<file path="config.mk">
export PLATFORM = sky130hd
export DESIGN_NAME = uart_tx_device
export DESIGN_NICKNAME = d
export VERILOG_FILES = /design/src/rtl/uart_tx_device.sv
export SDC_FILE = /design/constraint.sdc
export NUM_CORES = 1
export LEC_CHECK = 0
export BUFFER_PORTS_ARGS = -buffer_cell sky130_fd_sc_hd__buf_4
export CAP_MARGIN = 20
export CORE_MARGIN = 4
export CORE_UTILIZATION = 55
export DETAILED_ROUTE_END_ITERATION = 12
export MAX_ROUTING_LAYER = met4
export PLACE_DENSITY = 0.76
export SLEW_MARGIN = 25
export SYNTH_ARGS = -nofsm -noshare
export SYNTH_HDL_FRONTEND = slang
export SYNTH_SLANG_ARGS = --single-unit
</file>
<file path="constraint.sdc">
create_clock -name clock -period 3.6 [get_ports clock]
set_input_delay 0.54 -clock clock [delete_from_list [all_inputs] [get_ports clock]]
set_output_delay 0.54 -clock clock [all_outputs]
set_load 0.005 [all_outputs]
</file>
<file path="src/rtl/uart_tx_device.sv">
// -----------------------------------------------------------------------------
// uart_tx_device
// Buffered serial transmitter on the CPU device bus. Writes to offset 1 push a
// byte into a TX FIFO; a bit-timed FSM sends the bytes on tx as 8N1 frames, or
// as 8E1 frames when parity is enabled. There is a registered read port with a
// 1-cycle latency.
//
// Register map (word offset = address[1:0]):
//   0 : device ID (RO)
//   1 : TX data, data_in[7:0] (WO)
//   2 : status (RO; reading it clears overflow)
//   3 : bit divisor (RW; 0 behaves as 1)
//
// Optional feature macro: UART_TX_PARITY_EN
//   When defined, each frame carries an even-parity bit after the data bits.
//   Status bit [4] reads 1 in this build.
//
// Ports:
//   clock        in   CPU clock; all state changes on the rising edge
//   reset        in   asynchronous reset, active low
//   write_enable in   bus write strobe
//   address      in   16-bit bus word address
//   data_in      in   16-bit write data
//   data_out     out  16-bit registered read data (0 when not decoded)
//   tx           out  serial line, idle high
//   busy         out  FSM active or FIFO non-empty
// -----------------------------------------------------------------------------
module uart_tx_device #(
    parameter logic [15:0] BASE_ADDR  = 16'h0010,
    parameter logic [15:0] CLOCK_DIV  = 16'd737,
    parameter int          FIFO_DEPTH = 16,
    parameter logic [15:0] DEVICE_ID  = 16'h0002
) (
    input  logic        clock,
    input  logic        reset,
    input  logic        write_enable,
    input  logic [15:0] address,
    input  logic [15:0] data_in,
    output logic [15:0] data_out,
    output logic        tx,
    output logic        busy
);

    localparam int AW = $clog2(FIFO_DEPTH);

`ifdef UART_TX_PARITY_EN
    localparam logic PARITY_PRESENT = 1'b1;
`else
    localparam logic PARITY_PRESENT = 1'b0;
`endif

    typedef enum logic [2:0] {
        ST_IDLE,
        ST_START,
        ST_DATA,
        ST_PARITY,
        ST_STOP
    } state_t;

    state_t      r_state;
    logic [7:0]  r_fifo [FIFO_DEPTH];
    logic [AW:0] r_wrPtr;
    logic [AW:0] r_rdPtr;
    logic [15:0] r_dataOut;
    logic [15:0] r_divisor;
    logic [15:0] r_bitDiv;
    logic [15:0] r_timer;
    logic [7:0]  r_shift;
    logic [2:0]  r_bitIdx;
    logic        r_parity;
    logic        r_overflow;
    logic        r_tx;

    logic [AW:0] w_count;
    logic [8:0]  w_countWide;
    logic [4:0]  w_countField;
    logic        w_empty;
    logic        w_full;
    logic        w_hit;
    logic [1:0]  w_offset;
    logic        w_wrData;
    logic        w_push;
    logic        w_pop;
    logic        w_rdStatus;
    logic [15:0] w_divEff;
    logic [7:0]  w_popData;
    logic [15:0] w_status;

    // The pointers carry an extra MSB, so full and empty differ even though both
    // have equal low pointer bits.
    assign w_count      = r_wrPtr - r_rdPtr;
    assign w_empty      = (w_count == '0);
    assign w_full       = (w_count == (AW+1)'(FIFO_DEPTH));
    assign w_countWide  = 9'(w_count);
    assign w_countField = (w_countWide > 9'd31) ? 5'd31 : w_countWide[4:0];

    assign w_hit      = (address[15:2] == BASE_ADDR[15:2]);
    assign w_offset   = address[1:0];
    assign w_wrData   = write_enable && w_hit && (w_offset == 2'd1);
    assign w_push     = w_wrData && !w_full;
    assign w_rdStatus = !write_enable && w_hit && (w_offset == 2'd2);

    // A byte leaves the FIFO when the FSM is idle, or when a stop bit ends and
    // more data is waiting. In that case the next frame follows without a gap.
    assign w_pop     = !w_empty &&
                       ((r_state == ST_IDLE) || ((r_state == ST_STOP) && (r_timer == '0)));
    assign w_divEff  = (r_divisor == '0) ? 16'd1 : r_divisor;
    assign w_popData = r_fifo[r_rdPtr[AW-1:0]];

    assign w_status = {3'b000, w_countField, 3'b000, PARITY_PRESENT,
                       r_overflow, w_full, w_empty, busy};

    assign data_out = r_dataOut;
    assign tx       = r_tx;
    assign busy     = (r_state != ST_IDLE) || !w_empty;

    // FIFO storage has no reset. A reset clears the pointers, and that discards
    // the contents.
    always_ff @(posedge clock) begin
        if (w_push) begin
            r_fifo[r_wrPtr[AW-1:0]] <= data_in[7:0];
        end
    end

    // Bus side: registered read data, divisor register, write pointer and the
    // sticky overflow flag. A status read captures overflow before clearing it.
    always_ff @(posedge clock or negedge reset) begin
        if (!reset) begin
            r_dataOut  <= '0;
            r_divisor  <= CLOCK_DIV;
            r_overflow <= 1'b0;
            r_wrPtr    <= '0;
        end else begin
            r_dataOut <= '0;
            if (!write_enable && w_hit) begin
                case (w_offset)
                    2'd0:    r_dataOut <= DEVICE_ID;
                    2'd2:    r_dataOut <= w_status;
                    2'd3:    r_dataOut <= r_divisor;
                    default: r_dataOut <= '0;
                endcase
            end
            if (write_enable && w_hit && (w_offset == 2'd3)) begin
                r_divisor <= data_in;
            end
            if (w_wrData && w_full) begin
                r_overflow <= 1'b1;
            end else if (w_rdStatus) begin
                r_overflow <= 1'b0;
            end
            if (w_push) begin
                r_wrPtr <= r_wrPtr + 1'b1;
            end
        end
    end

    // Serializer. The divisor is latched only when a frame starts, so a divisor
    // write never changes the bit time of the frame in progress.
    always_ff @(posedge clock or negedge reset) begin
        if (!reset) begin
            r_state  <= ST_IDLE;
            r_rdPtr  <= '0;
            r_bitDiv <= 16'd1;
            r_timer  <= '0;
            r_shift  <= '0;
            r_bitIdx <= '0;
            r_parity <= 1'b0;
            r_tx     <= 1'b1;
        end else if (w_pop) begin
            r_rdPtr  <= r_rdPtr + 1'b1;
            r_shift  <= w_popData;
            r_parity <= ^w_popData;
            r_bitDiv <= w_divEff;
            r_timer  <= w_divEff - 16'd1;
            r_tx     <= 1'b0;
            r_state  <= ST_START;
        end else begin
            case (r_state)
                ST_IDLE: begin
                    r_tx <= 1'b1;
                end
                ST_START: begin
                    if (r_timer == '0) begin
                        r_timer  <= r_bitDiv - 16'd1;
                        r_tx     <= r_shift[0];
                        r_bitIdx <= '0;
                        r_state  <= ST_DATA;
                    end else begin
                        r_timer <= r_timer - 16'd1;
                    end
                end
                ST_DATA: begin
                    if (r_timer == '0) begin
                        r_timer <= r_bitDiv - 16'd1;
                        if (r_bitIdx == 3'd7) begin
`ifdef UART_TX_PARITY_EN
                            r_tx    <= r_parity;
                            r_state <= ST_PARITY;
`else
                            r_tx    <= 1'b1;
                            r_state <= ST_STOP;
`endif
                        end else begin
                            r_bitIdx <= r_bitIdx + 3'd1;
                            r_shift  <= r_shift >> 1;
                            r_tx     <= r_shift[1];
                        end
                    end else begin
                        r_timer <= r_timer - 16'd1;
                    end
                end
                ST_PARITY: begin
                    if (r_timer == '0) begin
                        r_timer <= r_bitDiv - 16'd1;
                        r_tx    <= 1'b1;
                        r_state <= ST_STOP;
                    end else begin
                        r_timer <= r_timer - 16'd1;
                    end
                end
                ST_STOP: begin
                    if (r_timer == '0) begin
                        r_state <= ST_IDLE;
                    end else begin
                        r_timer <= r_timer - 16'd1;
                    end
                end
                default: begin
                    r_tx    <= 1'b1;
                    r_state <= ST_IDLE;
                end
            endcase
        end
    end

endmodule
</file>
==> metrics.md, run 1 <==
| Metric | Value |
|---|---|
| Flops & latches, synth | `218` |
| Drt total wl | `around 23 mm` |
| Die area | `a little over 20000 um^2` |
| Reg2reg start | `r_wrPtr[0]` |
| Buffers added on ports | `52` |
| Starting Density | `0.567` |
| Clk_skew | `0.0207 ns` |
| Hold Crit Class | `input port to async pin` |
| Worst-path clk slew | `roughly 0.060 ns` |
| Cell area after layout | `roughly 11000 um^2` |
| First drt pass iteration count | `6` |
| Die height | `142 um` |
| Layout cells sized above 1 | `0.261` |
| # setup viols final | `0` |
| Fin crit share | `0.985` |
| Synth cell types | `64` |
| Final Critical Period | `between 3 and 4 ns` |
| P_sw | `between 1.5 and 2 mW` |
| Root buffer cell | `clkbuf_16` |
| Clock Tree Buf Depth | `3` |
| Worst path top cell family by delay | `adder cells` |
| FMAX | `282 MHz` |
| Initial antenna violation count | `0` |
| Filler cells | `about 1200` |
| DP HPWL | `15.6 mm` |
| Area of the multi-input gates | `about 3600 um^2` |
| Post-synth EDFFs | `roughly 130` |
| Sw frac | `0.270` |
| Power consumption | `between 6 and 7 mW` |
| P&R area growth vs syn | `15.5%` |
| Clk pwr share | `0.352` |
| WP data arrival | `~3 ns` |
| DR WL/cell | `around 23 um` |
| Crit path largest cell delay | `between 0.4 and 0.5 ns` |
| R2R depth | `11` |
| Critical path startpoint category | `flip-flop` |
| Logic pwr share | `0.198` |
| Vias in the first global route | `approximately 6400` |
| Max-slew headroom | `0.362` |
| Core area | `17500 um^2` |
| Sequential share of the synthesized area | `0.616` |
| Async S/R FF share, synth | `0.413` |
| Hold Buf Count CTS | `0` |
| Core Rows | `48` |
| Yosys warnings | `0` |
| Die Wd | `roughly 140 um` |
| Crit-path cells | `inv_4 -> ha_4 -> inv_2 -> fa_1 -> nand3b_1 -> a211o_1 -> a2bb2o_4 -> nand3b_1 -> buf_4` |
| Grt total ovfl | `0` |
| Reg2Reg Capture Point | `r_fifo[0][0]` |
| Detail-routed via count per cell | `~6.3` |
| Io pins | `53` |
| First-pass GRT wire length | `between 30 and 40 mm` |
| PD cells | `slightly below 600 nW/um^2` |
| H-tree levels | `1` |
| Final hold vios | `0` |
| DR vias | `approximately 6400` |
| Routed Antenna Nets | `0` |
| Syn Nets | `around 750` |
| Crit path max fanout | `5` |
| Int Pwr | `slightly below 5 mW` |
| First DRT Iteration DRCs | `574` |
| Final-report max-slew violation count | `0` |
| Placed Area | `between 10000 and 15000 um^2` |
| Nets@finish | `between 800 and 900` |
| Predominant post-synthesis flop cell | `edfxtp_1` |
| Cells after Synth | `~700` |
| All-Layer GR Usage | `0.243` |
| Kind of critical path | `flip-flop to output pin` |
| Post-Syn Area | `about 9900 um^2` |
| Slowest CP cell | `fa_1` |
| GPL Wtd Cong | `between 0.9 and 1` |
| Crit end category | `output pin` |
| Worst path most repeated cell | `nand3b_1` |
| Worst-margin pin slew | `roughly 0.96 ns` |
| Avg Synthesized Cell Area | `14.2 um^2` |
| Sequential power share | `0.450` |
| Non-Filler Instances | `~1000` |
| Maximum vdd drop | `0.563 mV` |
| Critical path required time | `around 3.1 ns` |
| Largest net degree at the start of global routing | `approximately 60` |
| Drc violations | `0` |
| Max-cap viol count | `0` |
| Clock latency on the worst-skew pair | `roughly 0.52 ns` |
| Sequential cell area | `roughly 6000 um^2` |
| Reg2Reg Setup Slack | `approximately 0.34 ns` |
| Cts bufs inserted | `23` |
| ANT cells | `0` |
| Status | `completed` |
| Dpl cells | `just under 1000` |
| LEAKAGE | `4.44 nW` |
| CTS sink count | `218` |
| WP buf/inv | `3` |
| TritonCTS clock tree | `built` |
-- cells by family (layout without fill, tap and decap cells) --
group,after synthesis,after routing,share of synthesized area
XOR/XNOR,39,39,0.0352
adder cells (fa/ha/maj),16,16,0.0210
flip-flops,218,218,0.616
multiplexers,80,80,0.135
AND/OR/NAND/NOR,195,195,0.107
buffers and inverters,50,138,0.0212
AO/OA/AOI/OAI,98,98,0.0645
-- metrics by stage --
stage                TNS, ns   util  setup slack [ns]  hold slack (ns)
global placement           0  0.606             0.312            0.475
floorplan                  0      -            0.0229            0.244
global route        -0.00494  0.655          -0.00494            0.152
CTS                        0  0.650            0.0160            0.119
finish                     0  0.655            0.0522           0.0991
detailed placement         0  0.606            0.0826            0.479
-- synthesized netlist by cell type, types with 5 or more instances --
cell      number  area share
edfxtp_1     128        0.39
dfrtp_1       83        0.21
nor2_1        47       0.018
nand2_1       41       0.016
mux4_2        40       0.091
mux2_2        31       0.035
a21oi_1       29       0.015
inv_1         23      0.0087
xnor2_1       19       0.017
xor2_1        19       0.017
nor3_1        18      0.0091
o21ai_0       18      0.0091
and2_1        16       0.010
ha_1          15       0.019
nand3_1       14      0.0071
buf_2         12      0.0061
clkbuf_1      11      0.0042
nor4_1        10      0.0063
mux2i_1        9      0.0091
nand3b_1       8      0.0061
o22ai_1        8      0.0051
dfstp_2        7       0.019
nand4_1        7      0.0044
a22o_1         6      0.0053
nor3b_1        6      0.0045
or4_1          5      0.0038
-- power by group through the flow --
stage | registers (mW) | clock network [mW] | logic (mW)
6_report | 3.01 | 2.35 | 1.32
5_1_grt | 3.04 | 2.51 | 1.44
4_1_cts | 3.00 | 2.38 | 1.31
3_5_place_dp | 3.05 | 0 | 1.28
3_3_place_gp | 3.04 | 0 | 1.24
2_1_floorplan | 3.00 | 0 | 0.965
-- layout make-up --
cell class                      count  area share
Tap cell                          225      0.0246
Multi-Input combinational cell    428       0.319
Clock inverter                      6     0.00601
Clock buffer                       36      0.0607
Timing Repair Buffer               72      0.0483
Inverter                           24     0.00809
Sequential cell                   218       0.534
-- metal layers --
layer	part of all wire	vias up	global-route usage	wire length [um]
li1	-	2807	-	-
met1	0.41	3203	0.333	9600
met4	0.027	0	0.0596	617
met3	0.065	46	0.0336	1510
met5	0	-	-	0
met2	0.49	301	0.393	11500
-- worst register-to-register path, cell delays in order (launching register included) --
cell and delay, ns:
dfrtp_2 0.43, inv_4 0.08, ha_4 0.13, inv_2 0.04, fa_1 0.42, xor2_1 0.25
nand4b_1 0.20, a211oi_1 0.11, and4bb_2 0.35, buf_4 0.17, nor3b_2 0.31, and2_1 0.41
-- registers in the layout, indices dropped and copies added (netlist names) --
signal      flops
r_wrPtr         5
r_state         3
r_fifo        128
tx              1
r_rdPtr         5
r_bitDiv       16
r_bitIdx        3
r_timer        16
r_overflow      1
r_divisor      16
data_out       16
r_shift         8
-- how the worst max path moves through the flow --
stage	start	end	cells past startpoint
finish	r_wrPtr[0]	busy	9
detailed placement	r_wrPtr[0]	r_fifo[4][1]	10
CTS	r_wrPtr[0]	busy	9
global placement	r_wrPtr[0]	r_fifo[2][6]	11
floorplan	r_rdPtr[1]	r_fifo[7][0]	11
global route	r_wrPtr[0]	busy	9
-- layout by cell type (no fill, tap or decap), drive strengths merged, types with 3 or more instances in the layout --
cell / Yosys / routed
and3: 4 / 4
o31ai: 4 / 4
o21ai: 18 / 18
nor4: 12 / 12
a22o: 6 / 6
nor4b: 4 / 4
mux4: 40 / 40
o21a: 3 / 3
clkinv: 0 / 3
a211oi: 3 / 3
nand3b: 8 / 8
a22oi: 4 / 4
dfstp: 7 / 7
nand2: 41 / 41
nor2: 47 / 47
buf: 15 / 72
inv: 24 / 26
clkbuf: 11 / 36
mux2: 31 / 31
nor3b: 6 / 6
nand2b: 3 / 3
nand4: 8 / 8
mux2i: 9 / 9
and2: 16 / 16
o22ai: 8 / 8
dfrtp: 83 / 83
a21oi: 29 / 29
nor3: 19 / 19
a31oi: 3 / 3
or4: 5 / 5
ha: 15 / 15
nand3: 14 / 14
edfxtp: 128 / 128
xnor2: 20 / 20
xor2: 19 / 19
-- what timing repair did --
item                                    CTS  global route
setup buffers                             0             6
endpoints found under the setup margin    4             1
pin swaps                                 0             4
resized for setup                         4             6
No activity file was read; power rests on OpenSTA's default activity.
==> run 2, diff against run 1 <==
--- a/config.mk
+++ b/config.mk
@@ -7,11 +7,10 @@
 export LEC_CHECK = 0
 export BUFFER_PORTS_ARGS = -buffer_cell sky130_fd_sc_hd__buf_4
 export CAP_MARGIN = 20
-export CORE_MARGIN = 4
 export CORE_UTILIZATION = 55
 export DETAILED_ROUTE_END_ITERATION = 12
 export MAX_ROUTING_LAYER = met4
-export PLACE_DENSITY = 0.76
+export PLACE_DENSITY = 0.73
 export SLEW_MARGIN = 25
 export SYNTH_ARGS = -nofsm -noshare
 export SYNTH_HDL_FRONTEND = slang
==> constraint.sdc (replaced) <==
create_clock -name clock -period 4.1 [get_ports clock]
set_input_delay 0.615 -clock clock [delete_from_list [all_inputs] [get_ports clock]]
set_output_delay 0.615 -clock clock [all_outputs]
set_load 0.005 [all_outputs]
==> metrics.md, run 2 (synthesis results as in run 1) <==
| Metric | Value |
|---|---|
| Maximum vdd drop | `0.457 mV (-19%)` |
| Hold Crit Class | `input port to async pin` |
| Grt total ovfl | `0 (unchanged)` |
| Most frequent cells in the layout | `edfxtp_1, dfrtp_1, buf_4` |
| Layout cells sized above 1 | `0.242 (-0.0196)` |
| Crit path max fanout | `6 (+1)` |
| Kind of critical path | `flip-flop to output pin` |
| DR WL met2 | `11.4 mm (-0.51%)` |
| Nets@finish | `804 (-1.7%)` |
| Fin crit share | `0.972` |
| Root buffer cell | `clkbuf_16` |
| Die Wd | `136 um (-4.2%)` |
| Filler cells | `1266 (+5.1%)` |
| Setup TNS | `0 ns (unchanged)` |
| DP HPWL | `15.4 mm (-1.1%)` |
| P&R area growth vs syn | `14.5%` |
| H-tree levels | `1 (unchanged)` |
| Crit end category | `output pin` |
| Drt total wl | `23.0 mm (-0.90%)` |
| Clock latency on the worst-skew pair | `0.50 ns (-0.02 ns)` |
| CTS sink count | `218 (unchanged)` |
| First-pass GRT wire length | `35.4 mm (-4.1%)` |
| Cell area after layout | `11300 um^2 (-0.86%)` |
| Met3 wire len | `1.32 mm (-13%)` |
| PD cells | `528 nW/um^2 (-9.6%)` |
| Max-slew headroom | `0.388 (+0.0255)` |
| First DRT Iteration DRCs | `633 (+10%)` |
| Max-cap viol count | `0 (unchanged)` |
| WHS | `0.142 ns (+0.0433 ns)` |
| Highest routed layer | `met4` |
| Status | `completed` |
| Vias in the first global route | `6225 (-3.3%)` |
| Post-cts resize count | `0 (-4)` |
| Routed Antenna Nets | `0 (unchanged)` |
| Critical path startpoint category | `flip-flop` |
| RSZ-0062 raised after global routing | `no` |
| First drt pass iteration count | `5 (-1)` |
| Detail-routed via count per cell | `6.31 (+0.11%)` |
| DR vias | `6282 (-1.2%)` |
| Placed Area | `10500 um^2 (-0.57%)` |
| FMAX | `around 250 MHz` |
| Clk_skew | `0.0151 ns (-0.00558 ns)` |
| Power consumption | `5.99 mW (-10%)` |
| Worst-path clk slew | `0.06 ns (about the same)` |
| All-Layer GR Usage | `0.267 (+0.0232)` |
| WP data arrival | `3.37 ns (+0.36 ns)` |
| Hold Buf Count CTS | `0 (unchanged)` |
| Io pins | `53 (unchanged)` |
| Reg2Reg Setup Slack | `0.50 ns (+0.16 ns)` |
| Die area | `18600 um^2 (-8.3%)` |
| Cts bufs inserted | `23 (unchanged)` |
| # setup viols final | `0 (unchanged)` |
| GPL Wtd Cong | `0.864 (-6.4%)` |
| Critical path required time | `3.48 ns (+0.42 ns)` |
| DR WL/cell | `23.1 um (+0.39%)` |
| Final Critical Period | `3.99 ns` |
| Number of flip-flops in the largest register | `128 (unchanged)` |
| Die height | `136 um (-4.2%)` |
| Final-report max-slew violation count | `0 (unchanged)` |
| Metal-1 WL | `9.64 mm (+0.39%)` |
| TritonCTS clock tree | `built` |
| Core Rows | `48 (unchanged)` |
| Starting Density | `0.569 (+0.00196)` |
| Setup Buffers After CTS | `0 (unchanged)` |
| Worst-margin pin slew | `0.916 ns (-0.0408 ns)` |
| Clock Tree Buf Depth | `3 (unchanged)` |
| Most common cell after layout, fill and taps aside | `edfxtp_1` |
| Core area | `17400 um^2 (-0.34%)` |
| LEAKAGE | `4.37 nW (-1.6%)` |
| Drc violations | `0 (unchanged)` |
| Final hold vios | `0 (unchanged)` |
| Layout Utilization | `0.651 (-0.00342)` |
| Largest net degree at the start of global routing | `52 (-12%)` |
| Initial antenna violation count | `2 (+2)` |
| Buffers added on ports | `52 (unchanged)` |
run 2: changes by cell type in the layout (fill, tap and decap cells not counted), sizes merged:
cell,delta
clkinvlp,+2
clkbuf,-9
buf,-14
clkinv,+2
diode,+2
bufinv,+4
run 2: power breakdown:
part | switching, mW | internal [mW] | leakage [nW]
registers | 0.171 | 2.47 | 2.31
clock network | 0.845 | 1.35 | 0.383
logic | 0.590 | 0.563 | 1.68
total | 1.61 | 4.39 | 4.37
run 2: path summary, 6_finish.rpt:
check,startpoint,end,cells after the start
max,r_wrPtr[0],busy,9
min in group clock,write_enable,data_out[1],2
max reg2reg,r_wrPtr[0],r_fifo[1][0],11
max in group asynchronous,reset,r_divisor[9],2
min reg2reg,r_rdPtr[4],r_rdPtr[4],1
min,reset,r_timer[13],1
run 2: final cells by class:
type / instances / area [um^2] / share of cell area
Antenna cell: 2 / 5.00 / 0.000441
Multi-Input combinational cell: 428 / 3620 / 0.319
Tap cell: 225 / 282 / 0.0248
Inverter: 24 / 90.1 / 0.00794
Timing Repair Buffer: 58 / 448 / 0.0395
Clock buffer: 27 / 591 / 0.0521
Clock inverter: 14 / 205 / 0.0181
Sequential cell: 218 / 6110 / 0.538
run 2: per-layer routing:
| metal | global-route usage | vias to the layer above |
|---|---|---|
| li1 | - | 2786 |
| met1 | 0.349 | 3190 |
| met2 | 0.424 | 255 |
| met3 | 0.0496 | 51 |
| met4 | 0.0858 | 0 |
| met5 | - | - |
run 2: worst max-delay path: stages, from the launching register on:
cell      delay, ns
dfrtp_1        0.41
inv_1          0.17
ha_1           0.19
inv_1          0.06
fa_1           0.49
nand3b_1       0.18
a211o_1        0.25
a2bb2o_1       0.45
nand3b_1       0.41
buf_4          0.25
run 2: per-stage QoR:
step | setup slack (ns) | cells
global placement | 0.735 | 953
finish | 0.113 | 996
global route | 0.0279 | 996
detailed placement | 0.555 | 953
CTS | 0.174 | 994
floorplan | 0.523 | 696
